===== config.mk =====
export PLATFORM = sky130hd
export DESIGN_NAME = mem_uploader
export DESIGN_NICKNAME = d
export VERILOG_FILES = /design/src/rtl/mem_uploader.sv
export SDC_FILE = /design/constraint.sdc
export NUM_CORES = 1
export LEC_CHECK = 0
export ABC_AREA = 1
export CAP_MARGIN = 5
export CORE_ASPECT_RATIO = 1.2
export CORE_MARGIN = 10
export CORE_UTILIZATION = 48
export CTS_CLUSTER_SIZE = 14
export DETAILED_ROUTE_END_ITERATION = 16
export PLACE_DENSITY = 0.77
export SYNTH_ARGS = -nofsm -noshare
export SYNTH_HDL_FRONTEND = slang
export SYNTH_SLANG_ARGS = --single-unit

===== constraint.sdc =====
create_clock -name w_clk -period 1.87 [get_ports w_clk]
set_input_delay 0.561 -clock w_clk [delete_from_list [all_inputs] [get_ports w_clk]]
set_output_delay 0.561 -clock w_clk [all_outputs]
set_load 0.05 [all_outputs]

===== src/rtl/mem_uploader.sv =====
// mem_uploader: reads a contiguous block of words from a synchronous RAM and
// streams them LSB byte first over an 8N1 UART transmit line.
// Optional build macro CHECKSUM_EN appends the 32-bit modular sum of all sent
// words as four trailing bytes.
module mem_uploader #(
  parameter int unsigned MEM_SIZE    = 4096,
  parameter int unsigned SERIAL_WCNT = 868
) (
  input  logic                          w_clk,
  input  logic                          r_rst,
  input  logic                          i_start,
  input  logic [31:0]                   i_base,
  input  logic [15:0]                   i_nwords,
  output logic                          o_ren,
  output logic [$clog2(MEM_SIZE)-3:0]   o_raddr,
  input  logic [31:0]                   i_rdata,
  output logic                          o_txd,
  output logic                          o_busy,
  output logic                          o_done
);

  localparam int unsigned AB    = $clog2(MEM_SIZE);
  localparam int unsigned WORDS = MEM_SIZE / 4;
  localparam int unsigned CW    = $clog2(SERIAL_WCNT + 1);

  typedef enum logic [2:0] {
    IDLE,
    RD,
    WT,
    SEND,
    FIN
  } state_t;

  state_t          r_state;
  state_t          w_state_next;

  logic [15:0]     r_remain;
  logic [31:0]     r_sr;
  logic [CW-1:0]   r_cyc;
  logic [3:0]      r_bitidx;
  logic [2:0]      r_bytecnt;
  logic            r_cks;
`ifdef CHECKSUM_EN
  logic [31:0]     r_acc;
`endif

  logic [15:0]     w_cnt;
  logic            w_bit_end;
  logic            w_word_end;
  logic            w_unused;

  // Word count clamped to the memory size; bit/word boundary strobes.
  always_comb begin
    w_cnt      = (32'(i_nwords) > WORDS) ? 16'(WORDS) : i_nwords;
    w_bit_end  = (r_cyc == CW'(SERIAL_WCNT - 1));
    w_word_end = w_bit_end && (r_bitidx == 4'd9) && (r_bytecnt == 3'd1);
  end

  assign w_unused = ^{i_base[31:AB], i_base[1:0]};

  // State register.
  always_ff @(posedge w_clk) begin
    if (r_rst) r_state <= IDLE;
    else       r_state <= w_state_next;
  end

  // Next-state logic. The checksum frame reuses SEND with r_cks marking it.
  always_comb begin
    w_state_next = r_state;
    case (r_state)
      IDLE: begin
        if (i_start) begin
`ifdef CHECKSUM_EN
          w_state_next = (w_cnt == '0) ? SEND : RD;
`else
          w_state_next = (w_cnt == '0) ? FIN : RD;
`endif
        end
      end
      RD:   w_state_next = WT;
      WT:   w_state_next = SEND;
      SEND: begin
        if (w_word_end) begin
          if (r_cks) begin
            w_state_next = FIN;
          end else if (r_remain == 16'd1) begin
`ifdef CHECKSUM_EN
            w_state_next = SEND;
`else
            w_state_next = FIN;
`endif
          end else begin
            w_state_next = RD;
          end
        end
      end
      FIN:     w_state_next = IDLE;
      default: w_state_next = IDLE;
    endcase
  end

  // Datapath: address/count bookkeeping, read strobe and UART serializer.
  always_ff @(posedge w_clk) begin
    if (r_rst) begin
      o_txd     <= 1'b1;
      o_busy    <= 1'b0;
      o_done    <= 1'b0;
      o_ren     <= 1'b0;
      o_raddr   <= '0;
      r_remain  <= '0;
      r_sr      <= '0;
      r_cyc     <= '0;
      r_bitidx  <= '0;
      r_bytecnt <= '0;
      r_cks     <= 1'b0;
`ifdef CHECKSUM_EN
      r_acc     <= '0;
`endif
    end else begin
      o_done <= 1'b0;
      o_ren  <= (w_state_next == RD);
      case (r_state)
        IDLE: begin
          if (i_start) begin
            o_raddr  <= i_base[AB-1:2];
            r_remain <= w_cnt;
            o_busy   <= 1'b1;
            r_cks    <= 1'b0;
`ifdef CHECKSUM_EN
            r_acc    <= '0;
            if (w_cnt == '0) begin
              // Empty dump still emits an all-zero checksum frame.
              r_sr      <= '0;
              r_cks     <= 1'b1;
              r_bytecnt <= 3'd4;
              r_bitidx  <= '0;
              r_cyc     <= '0;
              o_txd     <= 1'b0;
            end
`endif
          end
        end
        WT: begin
          r_sr      <= i_rdata;
`ifdef CHECKSUM_EN
          r_acc     <= r_acc + i_rdata;
`endif
          r_bytecnt <= 3'd4;
          r_bitidx  <= '0;
          r_cyc     <= '0;
          o_txd     <= 1'b0;
        end
        SEND: begin
          if (!w_bit_end) begin
            r_cyc <= r_cyc + 1'b1;
          end else begin
            r_cyc <= '0;
            if (r_bitidx == 4'd9) begin
              if (r_bytecnt != 3'd1) begin
                r_bytecnt <= r_bytecnt - 1'b1;
                r_sr      <= r_sr >> 8;
                r_bitidx  <= '0;
                o_txd     <= 1'b0;
              end else if (r_cks) begin
                o_txd <= 1'b1;
              end else begin
                r_remain <= r_remain - 1'b1;
                o_raddr  <= o_raddr + 1'b1;
                o_txd    <= 1'b1;
`ifdef CHECKSUM_EN
                if (r_remain == 16'd1) begin
                  // Checksum frame starts straight after the last stop bit.
                  r_sr      <= r_acc;
                  r_cks     <= 1'b1;
                  r_bytecnt <= 3'd4;
                  r_bitidx  <= '0;
                  o_txd     <= 1'b0;
                end
`endif
              end
            end else if (r_bitidx == 4'd8) begin
              r_bitidx <= 4'd9;
              o_txd    <= 1'b1;
            end else begin
              o_txd    <= r_sr[r_bitidx[2:0]];
              r_bitidx <= r_bitidx + 1'b1;
            end
          end
        end
        FIN: begin
          o_busy <= 1'b0;
          o_done <= 1'b1;
        end
        default: ;
      endcase
    end
  end

endmodule


==> summary.txt <==
Run status
  • Status: finished, final reports clean

Synth
  • Register area share after synthesis: between 30 and 40%
  • Mapped Area: 4630 um^2
  • Post-Syn Nets: roughly 780
  • Cell accounting for the most synthesized area: dfxtp_1
  • Count leader, synth: nand2_1
  • Largest family of logic cells by synthesized area: simple AND/OR/NAND/NOR gates
  • Number of flops mapped to enable cells by yosys: 0
  • Synth cell types: between 40 and 50
  • Post-synth top cells: 165 x nand2_1, 82 x dfxtp_1, 69 x a21oi_1
  • Ys async rst share: 0%
  • Largest cells by area after synthesis: dfxtp_1 35%, nand2_1 13%, a21oi_1 7.5%
  • Mux cell area share after synthesis: 0%
  • Ys flop type: dfxtp_1
  • Adder-cell share of the synthesized area: 2.43%
  • Post-synthesis xor/xnor area fraction: under 10%
  • Simple-gate share of the synthesized area: between 30% and 40%
  • Cell count after synthesis: approximately 690
  • Synth Area in Compound Gates: about 20%
  • Synth Register Bits: between 80 and 90
  • Avg Cell Area, Syn: a little under 7 um^2
  • Ys Warns: 0
  • Yosys top cell area share: between 30% and 40%

Die
  • # IOs: 97
  • Row cnt: 39
  • Core footprint: 9470 um^2
  • Initial Utilization: between 40% and 50%
  • Die H: approximately 130 um
  • Die width: approximately 110 um
  • Die ar.: ~14,000 um^2

Routing
  • Routed WL: approximately 12 mm
  • Routed Antenna Nets: 0
  • Vias per cell: around 5.2
  • Routed WL per cell: approximately 13 um
  • Via count: ~4,700
  • Initial drt markers: 240
  • DRC errors left: 0
  • TritonRoute pass-1 iters: 5

STA
  • Setup violations, final: 0
  • Crit share post-route: a little over 90%
  • Final Worst Setup Slack: 0.128 ns
  • Final Hold Viols: 0
  • Fmax: 574 MHz
  • Final slew viol count: 0
  • Skew final: roughly 0.006 ns
  • Crit path time final: approximately 1.7 ns
  • Max-slew headroom: about 72%
  • RSZ-0062 raised after global routing: false
  • Worst slew pin tran: 0.424 ns

Global route
  • Number of global-route vias before repair: between 4,000 and 5,000
  • First-pass GRT wire length: 20.3 mm
  • Initial antenna violation count: 0
  • Largest net degree at the start of global routing: 47
  • Total track usage: 17.4%
  • Gr ovfl total: 0

Setup path
  • Critical path endpoint: r_remain[2]
  • R2r setup slk: between 0.1 and 0.15 ns
  • CP max FO: 16
  • CP Capture Type: flop
  • R2r worst-path depth: 10
  • Worst r2r src: r_cyc[6]
  • WS Path Type: reg2reg
  • Arr. time, crit path: around 2.0 ns
  • CP Launch Type: flop
  • CP startpoint: r_cyc[6]
  • Required @ worst endpoint: 2.10 ns
  • Reg-to-Reg End: r_remain[2]

Hold path
  • Hold WC Path Type: reg2reg

CTS
  • Max clock buf depth: 2
  • Num CTS Buffers: 9
  • CTS clk-pin slew, worst paths: about 0.060 ns
  • CTS root buffer: clkbuf_16
  • Latest clock arrival within the worst-skew pair: between 0.3 and 0.4 ns
  • H-tree depth: 3
  • Clk sink count: 82
  • CTS tree: built

Pwr
  • Net Sw Frac: ~28%
  • Final Power: between 0.005 and 0.006 W
  • Maximum VDD drop: between 0.5 and 0.6 mV
  • Int Power: about 0.0037 W
  • Combinational share of power: a little under a quarter
  • Clk network pwr share: just under 40%
  • Seq pwr share: 37.9%
  • Pleak: around 2.4 nW
  • Pwr/cell area: 845 nW/um^2
  • P_sw: ~0.0015 W

Layout
  • Final Util: between 60% and 70%
  • Antenna diode count: 0
  • Post-route cell area: approximately 6100 um^2
  • NumNets Final: around 870
  • Layout area overhead: 31.9%
  • Layout cells sized above 1: between 10% and 20%

Placement
  • Post-Place Setup Slack: -0.158 ns
  • Final HPWL DP: about 8.7 mm
  • Placed cell area: about 5700 um^2
  • Count of input and output buffers: between 70 and 80
  • Routability-driven placement congestion ratio: a little under 0.9

Run
  • Max Cap Viol: 0
[worst max-delay path, stage by stage, from the launching register on]
cell and delay [ns]:
dfxtp_1 0.39, nand2_1 0.10, clkinv_1 0.08, nand3_2 0.08
nor2_4 0.19, nor2_8 0.08, nor2_8 0.18, nand2_8 0.07
buf_4 0.20, o21ai_0 0.16, a21oi_1 0.09
[placed cells by master (no fill, tap or decap), drive strengths merged, types with 3 or more instances in the layout]
cell type        n
a211oi           4
nand4           10
nor3             9
nand3           47
buf             57
clkdlybuf4s50   59
clkbuf           9
o21ai           77
inv             62
xnor2            4
bufinv           3
clkinvlp         3
ha               9
o211ai           3
dfxtp           82
nand2          177
xor2             5
a21oi           79
nor2            69
[logic make-up after synthesis]
logic type,after synthesis
AND/OR/NAND/NOR,320
AO/OA/AOI/OAI,169
XOR/XNOR,9
flip-flops,82
buffers and inverters,97
adder cells (fa/ha/maj),9
[timing repair]
action / 4_1_cts / 5_1_grt
hold buffers: 0 / 0
gates resized for setup: 0 / 12
setup buffers: 0 / 1
endpoints found under the setup margin: 0 / 58
endpoints found under the hold margin: 0 / 0
[sequential cells by signal (all words and copies together) (netlist names)]
| signal | count |
|---|---|
| r_bytecnt | 3 |
| r_bitidx | 4 |
| o_ren | 1 |
| r_sr | 32 |
| o_txd | 1 |
| r_state | 3 |
| o_done | 1 |
| o_raddr | 10 |
| o_busy | 1 |
| r_remain | 16 |
| r_cyc | 10 |
[power by group through the flow]
stage / Clock (W) / Sequential (W) / Combinational, W
floorplan: 0 / 0.00208 / 0.000641
global placement: 0 / 0.00199 / 0.00114
detailed placement: 0 / 0.00199 / 0.00117
CTS: 0.00206 / 0.00196 / 0.00118
global route: 0.00213 / 0.00197 / 0.00131
finish: 0.00202 / 0.00196 / 0.00118
[worst min path at each step]
stage | from | to | slack [ns] | cells past startpoint
final | r_sr[20] | r_sr[20] | 0.45 | 2
after detailed placement | r_sr[20] | r_sr[20] | 0.44 | 2
after global placement | r_sr[23] | r_sr[23] | 0.43 | 2
after CTS | r_sr[20] | r_sr[20] | 0.45 | 2
after global routing | r_sr[11] | r_sr[11] | 0.46 | 2
after floorplan | r_sr[0] | r_sr[0] | 0.42 | 2
[per-layer routing]
metal / up-vias / global-route usage [%] / routed length [um]
met4: 0 / 7.52 / 256
met5: - / 0 / 0
li1: 2442 / - / -
met1: 2145 / 19.7 / 5070
met3: 20 / 3.87 / 571
met2: 120 / 30.4 / 6010
[per-stage QoR]
step / instances / hold slack, ns / TNS [ns]
detailed placement: 890 / 0.443 / -1.72
global placement: 890 / 0.434 / -1.19
CTS: 906 / 0.452 / 0
floorplan: 686 / 0.424 / 0
finish: 907 / 0.450 / 0
global route: 907 / 0.463 / 0
[cell type report]
cell class,instances,area [um^2]
inverter,63,241
tap,123,154
clock inverter,7,118
multi-input combinational,507,2560
clock buffer,9,225
timing repair buffer,116,1170
fill,855,3350
sequential,82,1640
No activity file was read; power rests on OpenSTA's default activity.
